`src/rtl/medfilt_axis_packer.sv`:
```
// Output stage for the 3x3 median filter: absorbs the filter's
// non-backpressured pixel stream in a small FIFO and re-emits it as
// AXI4-Stream video with SOF (tuser) and EOL (tlast) rebuilt from local
// frame counters. Also provides an almost-full throttle hint and a sticky
// overflow flag.
module medfilt_axis_packer #(
   parameter int DATA_WIDTH   = 8,
   parameter int FRAME_WIDTH  = 640,
   parameter int FRAME_HEIGHT = 512,
   parameter int FIFO_DEPTH   = 16,
   parameter int AFULL_MARGIN = 4
) (
   input  logic                              clk,
   input  logic                              rst_n,
   input  logic                              in_valid,
   input  logic [DATA_WIDTH-1:0]             in_data,
   output logic                              in_afull,
   output logic                              m_axis_tvalid,
   input  logic                              m_axis_tready,
   output logic [DATA_WIDTH-1:0]             m_axis_tdata,
   output logic                              m_axis_tuser,
   output logic                              m_axis_tlast,
   output logic [$clog2(FIFO_DEPTH+1)-1:0]   fifo_level,
   output logic                              overflow,
   input  logic                              clear_err,
   output logic                              frame_done
);

   localparam int AW = $clog2(FIFO_DEPTH);
   localparam int LW = $clog2(FIFO_DEPTH + 1);
   localparam int HW = $clog2(FRAME_WIDTH);
   localparam int VW = (FRAME_HEIGHT > 1) ? $clog2(FRAME_HEIGHT) : 1;

   localparam logic [LW-1:0] LVL_FULL  = LW'(FIFO_DEPTH);
   localparam logic [LW-1:0] LVL_AFULL = LW'(FIFO_DEPTH - AFULL_MARGIN);
   localparam logic [HW-1:0] H_LAST    = HW'(FRAME_WIDTH - 1);
   localparam logic [VW-1:0] V_LAST    = VW'(FRAME_HEIGHT - 1);

   // FIFO storage and bookkeeping
   logic [DATA_WIDTH-1:0] mem_q [FIFO_DEPTH];
   logic [AW-1:0]         wr_ptr_q, rd_ptr_q;
   logic [LW-1:0]         level_q, level_d;
   logic                  afull_q, afull_d;

   // Frame position of the next pixel to be loaded into the output register
   logic [HW-1:0]         hcnt_q, hcnt_d;
   logic [VW-1:0]         vcnt_q, vcnt_d;

   // Output register and status
   logic                  tvalid_q, tvalid_d;
   logic [DATA_WIDTH-1:0] tdata_q;
   logic                  tuser_q, tlast_q;
   logic                  eof_q;          // beat in output register ends the frame
   logic                  ovf_q, ovf_d;
   logic                  fdone_q, fdone_d;

   logic full, empty, push, drop, load;

   // Fullness is judged on the current level, so a same-cycle pop never
   // makes room for an incoming pixel.
   always_comb begin
      full  = (level_q == LVL_FULL);
      empty = (level_q == '0);
      push  = in_valid && !full;
      drop  = in_valid && full;
      load  = !empty && (!tvalid_q || m_axis_tready);
   end

   // Next-state for occupancy, almost-full, counters, handshake and flags
   always_comb begin
      level_d = level_q;
      case ({push, load})
         2'b10:   level_d = level_q + LW'(1);
         2'b01:   level_d = level_q - LW'(1);
         default: level_d = level_q;
      endcase
      afull_d = (level_d >= LVL_AFULL);

      hcnt_d = hcnt_q;
      vcnt_d = vcnt_q;
      if (load) begin
         if (hcnt_q == H_LAST) begin
            hcnt_d = '0;
            vcnt_d = (vcnt_q == V_LAST) ? '0 : vcnt_q + VW'(1);
         end else begin
            hcnt_d = hcnt_q + HW'(1);
         end
      end

      if (load)
         tvalid_d = 1'b1;
      else if (m_axis_tready)
         tvalid_d = 1'b0;
      else
         tvalid_d = tvalid_q;

      // A drop in the same cycle as clear_err wins, keeping the error visible
      if (drop)
         ovf_d = 1'b1;
      else if (clear_err)
         ovf_d = 1'b0;
      else
         ovf_d = ovf_q;

      fdone_d = tvalid_q && m_axis_tready && eof_q;
   end

   // FIFO storage write; contents need no reset since pointers gate reads
   always_ff @(posedge clk) begin
      if (push)
         mem_q[wr_ptr_q] <= in_data;
   end

   // Pointers, level and flags
   always_ff @(posedge clk or negedge rst_n) begin
      if (!rst_n) begin
         wr_ptr_q <= '0;
         rd_ptr_q <= '0;
         level_q  <= '0;
         afull_q  <= 1'b0;
         hcnt_q   <= '0;
         vcnt_q   <= '0;
         ovf_q    <= 1'b0;
         fdone_q  <= 1'b0;
      end else begin
         if (push)
            wr_ptr_q <= wr_ptr_q + AW'(1);
         if (load)
            rd_ptr_q <= rd_ptr_q + AW'(1);
         level_q <= level_d;
         afull_q <= afull_d;
         hcnt_q  <= hcnt_d;
         vcnt_q  <= vcnt_d;
         ovf_q   <= ovf_d;
         fdone_q <= fdone_d;
      end
   end

   // Output register: loads the FIFO head with its frame markers; holds under stall
   always_ff @(posedge clk or negedge rst_n) begin
      if (!rst_n) begin
         tvalid_q <= 1'b0;
         tdata_q  <= '0;
         tuser_q  <= 1'b0;
         tlast_q  <= 1'b0;
         eof_q    <= 1'b0;
      end else begin
         tvalid_q <= tvalid_d;
         if (load) begin
            tdata_q <= mem_q[rd_ptr_q];
            tuser_q <= (hcnt_q == '0) && (vcnt_q == '0);
            tlast_q <= (hcnt_q == H_LAST);
            eof_q   <= (hcnt_q == H_LAST) && (vcnt_q == V_LAST);
         end
      end
   end

   assign in_afull      = afull_q;
   assign m_axis_tvalid = tvalid_q;
   assign m_axis_tdata  = tdata_q;
   assign m_axis_tuser  = tuser_q;
   assign m_axis_tlast  = tlast_q;
   assign fifo_level    = level_q;
   assign overflow      = ovf_q;
   assign frame_done    = fdone_q;

endmodule
```
`config.mk`:
```
export PLATFORM = sky130hd
export DESIGN_NAME = medfilt_axis_packer
export DESIGN_NICKNAME = d
export VERILOG_FILES = /design/src/rtl/medfilt_axis_packer.sv
export SDC_FILE = /design/constraint.sdc
export NUM_CORES = 1
export LEC_CHECK = 0
export CAP_MARGIN = 20
export CORE_ASPECT_RATIO = 0.8
export CORE_MARGIN = 4
export CORE_UTILIZATION = 54
export CTS_BUF_LIST = sky130_fd_sc_hd__clkbuf_4 sky130_fd_sc_hd__clkbuf_8 sky130_fd_sc_hd__clkbuf_16
export CTS_CLUSTER_DIAMETER = 200
export CTS_CLUSTER_SIZE = 28
export DETAILED_ROUTE_END_ITERATION = 8
export PLACE_DENSITY = 0.72
export SETUP_SLACK_MARGIN = 0.4
export SLEW_MARGIN = 20
export SYNTH_ARGS = -nofsm -noshare
export SYNTH_HDL_FRONTEND = slang
export SYNTH_SLANG_ARGS = --single-unit
```
`constraint.sdc`:
```
create_clock -name clk -period 3.12 [get_ports clk]
set_input_delay 0.312 -clock clk [delete_from_list [all_inputs] [get_ports clk]]
set_output_delay 0.312 -clock clk [all_outputs]
set_load 0.01 [all_outputs]
```
After elaboration in Yosys (flattened, before gate mapping)
Memory sizes are Yosys's and may differ from the RTL's. A register that Yosys moved wholly into a read port is not among the register bits.
Index checks and enable logic that the tools add are counted.
{"block": "op_classes", "n_addsub": 6, "order_cmp": 1, "eq_ne": 5, "mux": 9, "n_reduce_logical": 18}
{"operator": "$add A10 B1 Y10 const B", "count": 1}
{"operator": "$eq A10 B10 Y1 const B", "count": 1}
{"operator": "$logic_not A10 Y1", "count": 1}
{"operator": "$mux W10", "count": 1}
{"operator": "$pmux W5 S2", "count": 1}
{"operator": "$add A9 B1 Y9 const B", "count": 1}
{"operator": "$eq A9 B9 Y1 const B", "count": 1}
{"operator": "$logic_not A9 Y1", "count": 1}
{"operator": "$mux W9", "count": 1}
{"operator": "$add A4 B1 Y4 const B", "count": 2}
{"operator": "$logic_and A1 B1 Y1", "count": 7}
{"operator": "$mux W1", "count": 6}
{"operator": "$add A5 B1 Y5 const B", "count": 1}
{"operator": "$eq A5 B5 Y1 const B", "count": 1}
{"operator": "$ge A5 B4 Y1 const B", "count": 1}
{"operator": "$logic_not A5 Y1", "count": 1}
{"operator": "$sub A5 B1 Y5 const B", "count": 1}
{"operator": "$logic_not A1 Y1", "count": 4}
{"operator": "$reduce_bool A2 Y1", "count": 2}
{"operator": "$eq A2 B1 Y1 const B", "count": 1}
{"operator": "$eq A2 B2 Y1 const B", "count": 1}
{"operator": "$reduce_and A2 Y1", "count": 1}
{"operator": "$logic_or A1 B1 Y1", "count": 1}
{"block": "word_totals", "regBits": 39, "ramBits": 128, "inputBits": 13, "mem_count": 1}
{"name": "mem_q", "words": 16, "width": 8, "read_ports": 1, "rd_ports_with_merged_regs": 1, "wr": 1, "line": "40", "text": "logic [DATA_WIDTH-1:0] mem_q [FIFO_DEPTH];"}

Depth between registers and ports, before layout
Gate-level depths: netlist (run 1).
{"block": "logic_depth", "ltp_word": 6, "mapped_depth": 14}

Worst setup path before layout (run 1)
No wires, ideal clock.
{"block": "synth_path", "path_type": "register -> register", "startpoint": "register level_q[1] (netlist: fifo_level[1])", "endpoint": "register afull_q (netlist: in_afull)", "setup_ns": 0.118, "arrival_ns": 2.820, "t_required_ns": 3.002, "path_slack_ns": 0.182, "stages_incl_launch_ff": 15, "period_less_slack_ns": 2.938, "path_cell_list": "dfrtp_1 -> buf_6 -> or4_4 -> o21ai_4 -> inv_2 -> buf_6 -> ha_1 -> clkbuf_1 -> xor2_1 -> ha_1 -> o21a_1 -> o21ai_0 -> nand3_1 -> xnor2_1 -> a21o_1"}
{"block": "synth_between", "elab_chain_len": 6, "word_cells_on_any_way": 12, "classes_between": "2 x add/sub; 1 x order compare; 3 x eq/ne; 1 x mux; 5 x reduce/logical"}
{"element": "from (decl)", "line": "42", "text": "logic [LW-1:0] level_q, level_d;"}
{"element": "from (signal assigned)", "line": "130", "text": "level_q <= level_d;"}
{"element": "$logic_not A5 Y1 *", "line": "63", "text": "empty = (level_q == '0);"}
{"element": "$logic_not A1 Y1 *", "line": "66", "text": "load = !empty && (!tvalid_q || m_axis_tready);"}
{"element": "$logic_and A1 B1 Y1 *", "line": "66"}
{"element": "named net load", "line": "57", "text": "logic full, empty, push, drop, load;"}
{"element": "$eq A2 B1 Y1 or $eq A2 B2 Y1 (tied branches)", "line": "72", "text": "case ({push, load})"}
{"element": "$pmux W5 S2 *", "line": "72"}
{"element": "named net level_d[4]", "line": "42"}
{"element": "$ge A5 B4 Y1 *", "line": "77", "text": "afull_d = (level_d >= LVL_AFULL);"}
{"element": "named net afull_d", "line": "43", "text": "logic afull_q, afull_d;"}
{"element": "to (signal assigned)", "line": "131", "text": "afull_q <= afull_d;"}
{"element": "to (decl)", "line": "43"}
Mark *: on every way through the listed nets, which the timed path passes. The rest lies on a longest branch.
A chain may end at the register's enable or synchronous reset.

Final worst setup path (run 1)
{"block": "layout_path", "startpoint": "register level_q[0] (netlist: fifo_level[0])", "endpoint": "register afull_q (netlist: in_afull)"}
{"block": "layout_between", "elab_chain_len": 6, "word_cells_on_any_way": 12, "classes_between": "2 x add/sub; 1 x order compare; 3 x eq/ne; 1 x mux; 5 x reduce/logical"}
{"element": "$eq A5 B5 Y1 or $logic_not A5 Y1 (tied branches)", "line": "62, 63"}
{"element": "$logic_not A1 Y1 (on tied branches)", "line": "64, 66"}
{"element": "$logic_and A1 B1 Y1 (on tied branches)", "line": "64, 66"}
{"element": "$eq A2 B1 Y1 or $eq A2 B2 Y1 (tied branches)", "line": "72"}
{"element": "$pmux W5 S2 *", "line": "72"}
{"element": "named net level_d[2]", "line": "42"}
{"element": "$ge A5 B4 Y1 *", "line": "77"}
{"element": "named net afull_d", "line": "43"}
Marks and branches as above.

==> flow_summary_export.csv, run 1 <==
group,metric,value,unit
die,row_count,37,
setup_path,crit_arrival,2990,ps
run_status,status,"finished clean",
layout,num-nets-final,529,
drt,first_iter_violations,293,
layout,drive_gt1_share,22.7,%
layout,nFillCells,888,
synthesis,synth-seq-cells,175,
setup_path,ff2ff_setup_slack,450,ps
power_and_ir_drop,ir_drop,0.528,mV
global_route,grt_pass1_vias,4018,
timing,holdWs,445,ps
setup_path,rr_startpoint,"fifo_level[0]",
clock_tree,clock_sinks,175,
layout,n_antenna_cell,0,
drt,dr.pass1.iters,5,
timing,setup_viol,0,
worst_hold_path,min_path_cells,2,
setup_path,r2r.worst_path.cells,12,
setup_path,startpoint_type,"register",
timing,tightest_slew,766,ps
synthesis,postSynth.asyncResetShare,26.9,%
placed_design,place.detailed.hpwl,9160,um
synthesis,synth_flop_cell,"edfxtp_1",
die,die_area,15300,sq um
power_and_ir_drop,p_leak,3.12,nW
clock_tree,cts_buffers,17,
worst_hold_path,min_from,"clear_err",
die,core_area,13000,sq um
setup_path,critPathKind,"register to register",
drt,vias_per_cell,5.80,
synthesis,syn_avg_cell_area,16.4,sq um
synthesis,yosysSeqAreaShare,69.5,%
worst_hold_path,hold_end,"overflow",
timing,drv_slew,0,
drt,vias,4009,
drt,drtAntennaViolNets,0,
setup_path,required,3440,ps
synthesis,synth_cells,439,
drt,routedWlPerCell,20.8,um
placed_design,place_ws,313,ps
clock_tree,clock_path_buffers,2,
global_route,grt_pass1_wl,23200,um
synthesis,synth.distinct_cells,43,
run,cap_violations,0,
global_route,grt.total_usage,20.6,%
setup_path,r2r-end,"in_afull",
timing,period_share,85.7,%
global_route,grt_antenna_before_repair,0,
die,die_h,111,um
global_route,grt_start_max_net_pins,32,
power_and_ir_drop,total_power,7.49,mW
timing,finalSetupTns,0,ps
synthesis,synth_nets,465,
timing,fin_skew,9.92,ps
timing,rsz0062_at_grt,"no",
layout,syn2layout_area_growth,18.8,%
synthesis,synth-edff-count,128,
worst_hold_path,hp-class,"input pin to register",
setup_path,cp-end-kind,"register",
die,initial_core_util,55.7,%
timing,maxSlewHeadroom,49.0,%
clock_tree,cts-root-buf,"clkbuf_16",
setup_path,crit_fanout,6,
clock_tree,path_clk_slew,60,ps
drt,routed_wl,14300,um
die,fp.dieW,137,um
clock_tree,htreeDepth,4,
clock_tree,cts_tree,"yes",
power_and_ir_drop,power_density,873,nW/um^2
timing,hold_violations,0,
die,io_pins,32,
drt,drc,0,
timing,fin_ws,448,ps
synthesis,netlist_area,7220,sq um
clock_tree,clk_latency,430,ps
placed_design,place.port_buffers,31,
timing,fmax,374,MHz
placed_design,place_congestion,0.834,
timing,period_minus_slack,2670,ps
global_route,grt-ovfl-total,0,
synthesis,yosysWarnings,0,
==> synthesized netlist by cell type (7+ instances only) <==
library cell / n / area (sq um)
clkbuf_1: 7 / 26.3
dfrtp_1: 47 / 1180
mux4_2: 32 / 721
xnor2_1: 13 / 114
nor2_1: 20 / 75.1
o221ai_1: 8 / 70.1
edfxtp_1: 128 / 3840
o21ai_0: 20 / 100
nand2_1: 34 / 128
ha_1: 13 / 163
inv_1: 11 / 41.3
mux2i_1: 17 / 170
nand3_1: 12 / 60.1
buf_2: 7 / 35.0
==> report_power, final <==
part | switching [mW] | leakage (nW) | internal [mW] | total (mW)
clock network | 0.844 | 0.301 | 1.31 | 2.16
logic | 0.970 | 1.08 | 1.12 | 2.09
registers | 0.368 | 1.74 | 2.87 | 3.24
total | 2.18 | 3.12 | 5.30 | 7.49
==> what timing repair did <==
item / CTS / global route
setup endpoints to repair: 2 / 2
resized for setup: 5 / 4
hold buffers: 1 / 0
endpoints found under the hold margin: 29 / 0
pin swaps: 0 / 4
cloned: 0 / 0
setup buffers: 2 / 10
==> registers in the layout, indices dropped and copies added (netlist names) <==
name / cells
eof_q: 1
fifo_level: 5
frame_done: 1
hcnt_q: 10
in_afull: 1
m_axis_tdata: 8
m_axis_tlast: 1
m_axis_tuser: 1
m_axis_tvalid: 1
mem_q: 128
overflow: 1
rd_ptr_q: 4
vcnt_q: 9
wr_ptr_q: 4
==> per-layer routing <==
layer  share of wire (%)  global-route usage, %
met1                  45                   31.0
met2                  47                   30.1
met3                 6.7                   6.01
met4                0.83                   4.85
met5                   0                      0
==> critical path, stage by stage (launching register included) <==
cell	delay [ps]
dfrtp_2	420
or4_4	530
o21ai_4	170
clkinv_4	110
ha_4	170
xor2_2	140
ha_2	210
buf_4	140
a21oi_2	100
xor2_1	150
nor2_1	70
xor2_1	160
a21o_1	190
==> cell usage in the layout, fill, tap and decap left out, types with 2 or more instances in the layout <==
cell / count
a21oi_1: 3
a22o_1: 2
a31oi_1: 4
and3_1: 5
buf_12: 2
buf_4: 34
bufinv_16: 3
clkbuf_16: 17
clkbuf_4: 2
clkbuf_8: 2
clkdlybuf4s50_1: 30
clkinv_2: 4
clkinv_4: 3
dfrtp_1: 42
dfrtp_2: 5
edfxtp_1: 128
ha_1: 11
inv_1: 11
mux2i_1: 17
mux4_2: 32
nand2_1: 34
nand2b_1: 4
nand3_1: 12
nand4_1: 5
nor2_1: 20
nor3_1: 6
nor4_1: 3
o21ai_0: 19
o221ai_1: 8
o31ai_1: 4
o41ai_1: 2
or2_2: 2
or3_1: 2
xnor2_1: 12
xor2_1: 3
==> per-stage QoR <==
| stage | util [%] | instances | cell area [sq um] |
|---|---|---|---|
| 2_1_floorplan | - | 439 | 7250 |
| 3_3_place_gp | 60.4 | 646 | 7840 |
| 3_5_place_dp | 60.4 | 646 | 7840 |
| 4_1_cts | 65.4 | 681 | 8480 |
| 5_1_grt | 66.1 | 691 | 8570 |
| 6_report | 66.1 | 691 | 8570 |
==> kinds of logic after synthesis <==
kind of cell,share of synthesized area [%]
muxes,12.5
AOI/OAI and AO/OA,4.52
DFF,69.5
buffers and inverters,2.48
and+or+nand+nor,6.66
adders and majority gates,2.25
xor gates and xnor gates,2.06
==> cell type report <==
type                    instances  area (sq um)  area share, %
clock buffers                  21           468           5.46
repair buffers                 68           611           7.12
well taps                     175           219           2.55
inverters                      12          50.0          0.584
clock inverters                11           139           1.62
flip-flops and latches        175          5030           58.6
multi-input cells             229          2060           24.0
==> worst max-delay path by stage <==
stage | startpoint | end | slack [ps] | cells past startpoint
floorplan | fifo_level[2] | in_afull | 260 | 14
global placement | fifo_level[2] | in_afull | 420 | 11
detailed placement | fifo_level[2] | in_afull | 310 | 11
CTS | fifo_level[3] | in_afull | 400 | 11
global route | fifo_level[0] | in_afull | 380 | 11
finish | fifo_level[0] | in_afull | 450 | 12
(Power assumes the default switching activity.)
==> run 2: changes to the inputs <==
Settings changed: PLACE_DENSITY 0.72 to 0.79.
==> run 2 against run 1 <==
Utilization shrank 0.53 points; fmax decreased by 1.9%; via count is 0.75% higher; flip-flop and latch count unchanged; largest cell class unchanged.
==> flow_summary_export.csv, run 2 (synthesized netlist as in run 1, its figures left out) <==
group,metric,value,unit
die,die_h,111,um
clock_tree,cts-root-buf,"clkbuf_16",
setup_path,startpoint_type,"register",
die,fp.dieW,137,um
drt,first_iter_violations,505,
layout,largest_reg_flops,128,
layout,num-nets-final,525,
drt,vias_per_cell,5.88,
drt,routedWlPerCell,21.1,um
setup_path,r2r.worst_path.cells,11,
placed_design,place_area,7810,sq um
timing,maxSlewHeadroom,46.5,%
layout,max_flop_register,"mem_q",
setup_path,critPathKind,"register to register",
setup_path,cp-end-kind,"register",
setup_path,ff2ff_setup_slack,400,ps
run,cap_violations,0,
placed_design,place.port_buffers,31,
layout,final_common_cell,"edfxtp_1",
power_and_ir_drop,p_leak,3.07,nW
layout,final_cell_mix,"edfxtp_1 (128), dfrtp_1 (42), nand2_1 (34), mux4_2 (32), buf_4 (32)",
clock_tree,clock_sinks,175,
setup_path,cpPeakStageDelay,570,ps
die,initial_core_util,55.7,%
die,io_pins,32,
timing,fmax,367,MHz
drt,dr.pass1.iters,4,
global_route,grt_pass1_vias,4110,
timing,finalSetupTns,0,ps
layout,syn2layout_area_growth,17.8,%
layout,top_regs,"mem_q x128, hcnt_q x10, vcnt_q x9",
worst_hold_path,hp-class,"input pin to async pin",
global_route,grt_pass1_wl,23000,um
layout,drive_gt1_share,22.5,%
run_status,status,"finished clean",
placed_design,place_congestion,0.834,
timing,tightest_slew,802,ps
timing,drv_slew,0,
drt,vias,4039,
clock_tree,htreeDepth,4,
layout,nFillCells,872,
setup_path,required,3430,ps
timing,setup_viol,0,
clock_tree,clk_latency,420,ps
global_route,grt-ovfl-total,0,
setup_path,crit_arrival,3030,ps
power_and_ir_drop,ir_drop,0.567,mV
placed_design,place.detailed.hpwl,9170,um
clock_tree,clock_path_buffers,2,
die,row_count,37,
setup_path,crit_slowest_cell,"or4_4",
timing,holdWs,463,ps
setup_path,crit_fanout,6,
global_route,grt_start_max_net_pins,48,
global_route,grt.total_usage,20.1,%
timing,rsz0062_at_grt,"yes",
clock_tree,cts_tree,"yes",
timing,period_minus_slack,2720,ps
timing,period_share,87.3,%
timing,fin_skew,13.9,ps
layout,n_antenna_cell,0,
drt,drtAntennaViolNets,0,
layout,final_area,8500,sq um
clock_tree,path_clk_slew,70,ps
drt,routed_wl,14500,um
clock_tree,cts_buffers,17,
timing,hold_violations,0,
die,die_area,15300,sq um
die,core_area,13000,sq um
setup_path,worstPathCellList,"or4_4 -> o21ai_4 -> clkinv_4 -> ha_4 -> xor2_1 -> ha_2 -> o21ai_0 -> o21ai_1 -> nand3_2 -> xnor2_2 -> a21o_1",
power_and_ir_drop,power_density,862,nW/um^2
global_route,grt_antenna_before_repair,0,
drt,drc,0,
-- run 2: cell types whose count changed in the layout (fill, tap and decap cells not counted), moves of 2 or more --
cell,delta
clkbuf_8,-2
inv_8,+2
buf_4,-2
clkinv_4,+3
clkinvlp_4,+2
o21ai_0,-2
clkbuf_4,-2
inv_6,+4
clkinv_2,-4
bufinv_16,-2
-- run 2: timing repair --
item                                    4_1_cts  5_1_grt
endpoints found under the setup margin        1        2
setup buffers                                 1        9
pin swaps                                     1        7
gates resized for setup                       3        9
endpoints found under the hold margin         0       47
hold buffers                                  0        1
-- run 2: where the power goes --
group	switching (mW)	internal [mW]	total, mW
sequential	0.352	2.87	3.22
combinational	0.992	1.07	2.06
clock	0.923	1.13	2.05
-- run 2: area by class of cell --
class	count	area, sq um	area share, %
Timing Repair Buffer	64	571	6.71
Multi-Input combinational cell	229	2060	24.2
Sequential cell	175	5030	59.1
Tap cell	175	219	2.57
Clock inverter	15	154	1.81
Clock buffer	17	425	5.00
Inverter	12	50.0	0.588
-- run 2: critical path, delay by kind of cell (launching register included) --
family	cells	cell delay [ps]
simple gates	2	680
flops	1	440
fa+ha+maj	2	440
xor+xnor	2	310
buf+inv	1	100
compound gates	4	660
-- run 2: through the flow --
step	instances	utilization [%]	worst slack [ps]	power (mW)
finish	687	65.6	396	7.33
global route	687	65.6	245	7.71
CTS	677	64.8	402	7.30
detailed placement	644	60.2	305	5.24
global placement	644	60.2	426	5.13
floorplan	439	-	263	4.54
-- run 2: metal layers --
metal	GRT usage, %	vias up	wire length (um)	share of wire (%)
met5	0	-	0	0
met4	5.32	0	191	1.3
met3	5.15	12	808	5.6
met2	30.9	121	7240	50
met1	28.9	2087	6230	43
li1	-	1819	-	-
-- run 2: worst paths after layout --
| path | start | to |
|---|---|---|
| worst min register to register | m_axis_tdata[1] | m_axis_tdata[1] |
| max in group asynchronous | rst_n | fifo_level[0] |
| worst min-delay path | rst_n | m_axis_tdata[4] |
| worst max-delay path | fifo_level[0] | in_afull |
| min in group clk | clear_err | overflow |
| worst max register to register | fifo_level[0] | in_afull |
==> run 3: changes to the inputs <==
Settings changed: ABC_AREA from default to 0.
==> results of run 3 <==
Same layout as run 2: the final DEF is identical, and so are final timing and power.
